$ cat src/rtl/pp_pkg.sv
// Shared defaults and write-FSM encoding for the ping-pong frame sink.
package pp_pkg;

   localparam int DATA_W_DEF    = 64;
   localparam int FRAME_LEN_DEF = 64;
   localparam int ADDR_W_DEF    = 6;

   // Write-side FSM encoding
   localparam logic W_FILL = 1'b0;
   localparam logic W_WAIT = 1'b1;

endpackage

$ cat src/rtl/pp_rd_pipe.sv
// Two-stage read-latency pipeline. Stage 1 covers the external RAM's
// one-cycle read latency (valid and bank select). Stage 2 registers the
// selected bank's data. The output data holds between responses.
module pp_rd_pipe
   import pp_pkg::*;
#(
   parameter int DATA_W = DATA_W_DEF
) (
   input  logic              clk_50m,
   input  logic              rst_n,
   input  logic              req,
   input  logic              bank,
   input  logic [DATA_W-1:0] ram1_rd_data,
   input  logic [DATA_W-1:0] ram2_rd_data,
   output logic              rd_valid,
   output logic [DATA_W-1:0] rd_data
);

   logic s1_valid;
   logic s1_bank;

   // Advance valid/bank through both stages and capture data from the bank that was addressed
   // NOTE: sequential state uses non-blocking assignments so every stage samples pre-edge values.
   always_ff @(posedge clk_50m) begin
      if (!rst_n) begin
         s1_valid <= 1'b0;
         s1_bank  <= 1'b0;
         rd_valid <= 1'b0;
         rd_data  <= '0;
      end else begin
         s1_valid <= req;
         s1_bank  <= bank;
         rd_valid <= s1_valid;
         if (s1_valid) begin
            rd_data <= s1_bank ? ram2_rd_data : ram1_rd_data;
         end
      end
   end

endmodule

$ cat src/rtl/pp_frame_sink.sv
// Ping-pong frame sink. It writes incoming words into one of two external
// RAM banks. It presents completed frames for random-access reads and
// stalls upstream while both banks hold unreleased frames.
module pp_frame_sink
   import pp_pkg::*;
#(
   parameter int DATA_W    = DATA_W_DEF,
   parameter int FRAME_LEN = FRAME_LEN_DEF,
   parameter int ADDR_W    = ADDR_W_DEF
) (
   input  logic              clk_50m,
   input  logic              rst_n,
   input  logic              i_data_valid,
   input  logic [DATA_W-1:0] i_data,
   output logic              o_ready,
   output logic              ram1_wr_en,
   output logic              ram2_wr_en,
   output logic [ADDR_W-1:0] ram1_wr_addr,
   output logic [ADDR_W-1:0] ram2_wr_addr,
   output logic [DATA_W-1:0] ram1_wr_data,
   output logic [DATA_W-1:0] ram2_wr_data,
   output logic [ADDR_W-1:0] ram1_rd_addr,
   output logic [ADDR_W-1:0] ram2_rd_addr,
   input  logic [DATA_W-1:0] ram1_rd_data,
   input  logic [DATA_W-1:0] ram2_rd_data,
   output logic              o_frame_rdy,
   output logic              o_frame_bank,
   input  logic              i_rd_req,
   input  logic [ADDR_W-1:0] i_rd_addr,
   output logic              o_rd_valid,
   output logic [DATA_W-1:0] o_rd_data,
   input  logic              i_frame_release,
   output logic [15:0]       o_frame_cnt
);

   localparam logic [ADDR_W-1:0] LAST_IDX = ADDR_W'(FRAME_LEN - 1);

   logic              state;
   logic              state_nxt;
   logic              wr_bank;
   logic              rd_bank;
   logic [1:0]        full;
   logic [1:0]        full_nxt;
   logic [ADDR_W-1:0] wr_idx;
   logic              transfer;
   logic              frame_done;
   logic              release_ok;
   logic              rd_accept;

   // Handshake, frame completion, release qualification and next full flags / FSM state
   // NOTE: every signal gets a default before any branch, so no latch can be inferred.
   always_comb begin
      o_ready    = rst_n && (state == W_FILL);
      transfer   = i_data_valid && o_ready;
      frame_done = transfer && (wr_idx == LAST_IDX);
      release_ok = i_frame_release && full[rd_bank];

      // A completion and a release always target different banks, so both can apply
      full_nxt = full;
      if (frame_done) full_nxt[wr_bank] = 1'b1;
      if (release_ok) full_nxt[rd_bank] = 1'b0;

      state_nxt = state;
      case (state)
         W_FILL:  if (frame_done && full_nxt[!wr_bank]) state_nxt = W_WAIT;
         W_WAIT:  if (!full[wr_bank]) state_nxt = W_FILL;
         default: state_nxt = W_FILL;
      endcase
   end

   // Bank write strobes and read address steering
   always_comb begin
      ram1_wr_en   = transfer && !wr_bank;
      ram2_wr_en   = transfer &&  wr_bank;
      ram1_wr_addr = wr_idx;
      ram2_wr_addr = wr_idx;
      ram1_wr_data = i_data;
      ram2_wr_data = i_data;

      rd_accept    = i_rd_req && o_frame_rdy;
      ram1_rd_addr = (rd_accept && !rd_bank) ? i_rd_addr : '0;
      ram2_rd_addr = (rd_accept &&  rd_bank) ? i_rd_addr : '0;

      o_frame_rdy  = full[rd_bank];
      o_frame_bank = rd_bank;
   end

   // Write index, bank ping-pong, full flags, frame counter and read-bank rotation
   always_ff @(posedge clk_50m) begin
      if (!rst_n) begin
         state       <= W_FILL;
         wr_bank     <= 1'b0;
         rd_bank     <= 1'b0;
         full        <= 2'b00;
         wr_idx      <= '0;
         o_frame_cnt <= '0;
      end else begin
         state <= state_nxt;
         full  <= full_nxt;
         if (transfer) begin
            if (frame_done) begin
               wr_idx      <= '0;
               wr_bank     <= ~wr_bank;
               o_frame_cnt <= o_frame_cnt + 16'd1;
            end else begin
               wr_idx <= wr_idx + 1'b1;
            end
         end
         if (release_ok) begin
            rd_bank <= ~rd_bank;
         end
      end
   end

   pp_rd_pipe #(
      .DATA_W (DATA_W)
   ) u_rd_pipe (
      .clk_50m      (clk_50m),
      .rst_n        (rst_n),
      .req          (rd_accept),
      .bank         (rd_bank),
      .ram1_rd_data (ram1_rd_data),
      .ram2_rd_data (ram2_rd_data),
      .rd_valid     (o_rd_valid),
      .rd_data      (o_rd_data)
   );

endmodule

$ cat config.mk
export PLATFORM = sky130hd
export DESIGN_NAME = pp_frame_sink
export DESIGN_NICKNAME = d
export VERILOG_FILES = /design/src/rtl/pp_pkg.sv /design/src/rtl/pp_rd_pipe.sv /design/src/rtl/pp_frame_sink.sv
export SDC_FILE = /design/constraint.sdc
export NUM_CORES = 1
export LEC_CHECK = 0
export ABC_AREA = 1
export CAP_MARGIN = 10
export CORE_AREA = 2 2 169 171
export DETAILED_ROUTE_END_ITERATION = 10
export DIE_AREA = 0 0 171 173
export SLEW_MARGIN = 30
export SYNTH_ARGS = -nofsm -noshare
export SYNTH_HDL_FRONTEND = slang
export SYNTH_SLANG_ARGS = --single-unit
$ cat constraint.sdc
create_clock -name clk_50m -period 1.92 [get_ports clk_50m]
set_clock_uncertainty 0.1 [all_clocks]
set_input_delay 0.384 -clock clk_50m [delete_from_list [all_inputs] [get_ports clk_50m]]
set_output_delay 0.384 -clock clk_50m [all_outputs]
set_load 0.05 [all_outputs]
==> metrics.cfg <==
[global_route]
grt_use_met3=0.05699
grt_pass1_wl_um=25110
grt_overflow=0
grt_max_degree=73
grt.total_usage=0.1080
grt_use_met2=0.1747
grt_pass1_vias=4540
antenna_found_initial=1
grt_use_met1=0.1215
top_usage_layer=met2

[timing]
period_minus_slack_ps=1858
worst_slew_pin_slew_ps=610.2
period_share=0.9676
slew_viol_final=0
fmax_mhz=538.3
setup_viol=0
fin_hold_ws_ps=370.8
rsz0062_at_grt=yes
slew_headroom=0.5932
tns_ps=0
hold_violations=0

[setup_path]
cpPeakStageDelay_ps=460
timing.rr.start=ram1_wr_addr[0]
reg2reg_depth=9
worstPathCellList=clkdlybuf4s50_1 > nand3b_1 > buf_4 > nor2_4 > buf_12
critical_path.slowest_cell=clkdlybuf4s50_1
critPathMaxFanout=8
r2r_slack_ps=240
path_class=input port to output port
reg2reg_to=ram1_wr_addr[5]
end_kind=output port
cp-start-kind=input port
required_ps=1440
arrival_ps=1370

[synth]
synth_cells=719
synth.distinct_cells=30
ys_warn_count=0
yosysSeqAreaShare=0.3656
netlist_area_mm2=0.005147
synth_nets=924
ys_seq_elements=94
syn_avg_cell_area_um2=7.159

[placed_design]
dp_hpwl_um=12370
place_inst=1189
io_buffer_count=248
gp_congestion=0.7672
place_area_mm2=0.007049

[worst_hold_path]
hold_class=input port to register
hold_start=rst_n
min_to=o_frame_cnt[13]
min_path_cells=4

[drt]
drt_iter0_markers=269
wl_per_cell_um=13.73
via_per_inst=4.028
route.detailed.drc=0
routed_wl_um=16560
num_vias=4858
drtAntennaViolNets=0
dr.pass1.iters=4

[power_and_ir_drop]
p_leak_nw=3.066
max-vdd-ir-drop_mv=0.4092
report.power.total_mw=4.510
p_per_area_mw_per_mm2=606.0

[floorplan]
fp-row-count=61
design.core.area_mm2=0.02763
fp.dieH_um=173
die_area_mm2=0.02958
start_util=0.1863
pin_count=441
die-width_um=171

[clock_tree]
cts_tree=built
ctsHoldBuffers=0
clockBufferDepth=2
cts_num_sinks=94
clk-insertion-delay-late_ps=350
root_buffer=clkbuf_16
numCtsBuffers=9
cts_max_level=3
clkTransAtPathRegs_ps=70

[finish]
fin_nets=1027
layout_common_cells=nand2_1 (177), clkdlybuf4s50_1 (136), buf_4 (107)
postLayoutCellArea_mm2=0.007442
final_common_cell=nand2_1
area_delta_synth_final_pct=44.58
fin_cells=1206
drive_gt1_frac=0.2080

[flow_run]
maxCapViolCount=0

[outcome]
status=completed

[worst max-delay path: cells and delay by family]
family                 cells  cell delay, ps
buffers and inverters      3             790
AND/OR/NAND/NOR            2             200
[cell type report]
class	count	area, um^2
fillers	3080	20190
repair buffers	265	2579
multi-input cells	416	2019
flip-flops and latches	94	1888
well taps	378	473.0
clock buffers	10	229.0
inverters	36	135.1
clock inverters	6	116.4
diodes	1	2.502
[repair_timing]
item	CTS	global route
setup buffers	0	0
endpoints found under the hold margin	0	0
resized for setup	12	2
setup endpoints to repair	11	5
[sequential cells by signal, summed over array words and instances (netlist names)]
name / count
u_rd_pipe.rd_data: 64
o_frame_cnt: 16
ram1_wr_addr: 6
full: 2
o_frame_bank: 1
state: 1
u_rd_pipe.rd_valid: 1
u_rd_pipe.s1_bank: 1
u_rd_pipe.s1_valid: 1
wr_bank: 1
[Yosys cell counts (all sizes together)]
cell type,count,area [um^2]
nor4,1,6.260
a31oi,66,412.9
nand4,5,37.53
dfxtp,94,1882
a21oi,13,65.06
o2111ai,1,8.760
ha,2,25.02
nor2,48,195.2
nand2,180,683.2
nand3b,2,15.01
o21ai,73,365.3
clkbuf,28,105.1
a211oi,1,7.510
inv,36,135.1
xor2,2,17.52
buf,145,1066
nand3,17,90.09
xnor2,1,8.760
nor3,3,15.01
or2,1,6.260
[per-layer routing]
layer,vias to the layer above,part of all wire
li1,2429,-
met1,2130,0.40
met2,258,0.46
met3,41,0.11
met4,0,0.025
met5,-,0
[worst max path at each step]
stage,from,to,slack (ps),depth (start not counted)
final,i_data_valid,ram1_wr_en,60,5
after global routing,o_frame_bank,ram1_rd_addr[2],-10,5
after CTS,i_data_valid,ram1_wr_en,20,5
after detailed placement,i_rd_req,ram2_rd_addr[4],-150,4
after global placement,i_rd_req,ram2_rd_addr[5],-140,4
after floorplan,o_frame_bank,ram2_rd_addr[0],-240,2
[power breakdown]
| group | total [mW] | switching [mW] | internal (mW) |
|---|---|---|---|
| combinational | 0.433 | 0.142 | 0.292 |
| clock | 2.12 | 0.836 | 1.29 |
| sequential | 1.95 | 0.00451 | 1.95 |
| total | 4.51 | 0.982 | 3.53 |
[stage by stage]
step                  util  setup WS (ps)
detailed placement  0.2551         -152.4
floorplan                -         -244.8
CTS                 0.2689          17.09
global placement    0.2551         -137.5
finish              0.2694          62.25
global route        0.2693         -9.971
[cell families after synthesis]
kind of cell,count (synthesis),synth area share
and+or+nand+nor,257,0.2037
DFF,94,0.3656
adders and majority gates,2,0.004861
buffers and inverters,209,0.2538
xor gates and xnor gates,3,0.005105
AOI/OAI and AO/OA,154,0.1670
(Power assumes the default switching activity.)
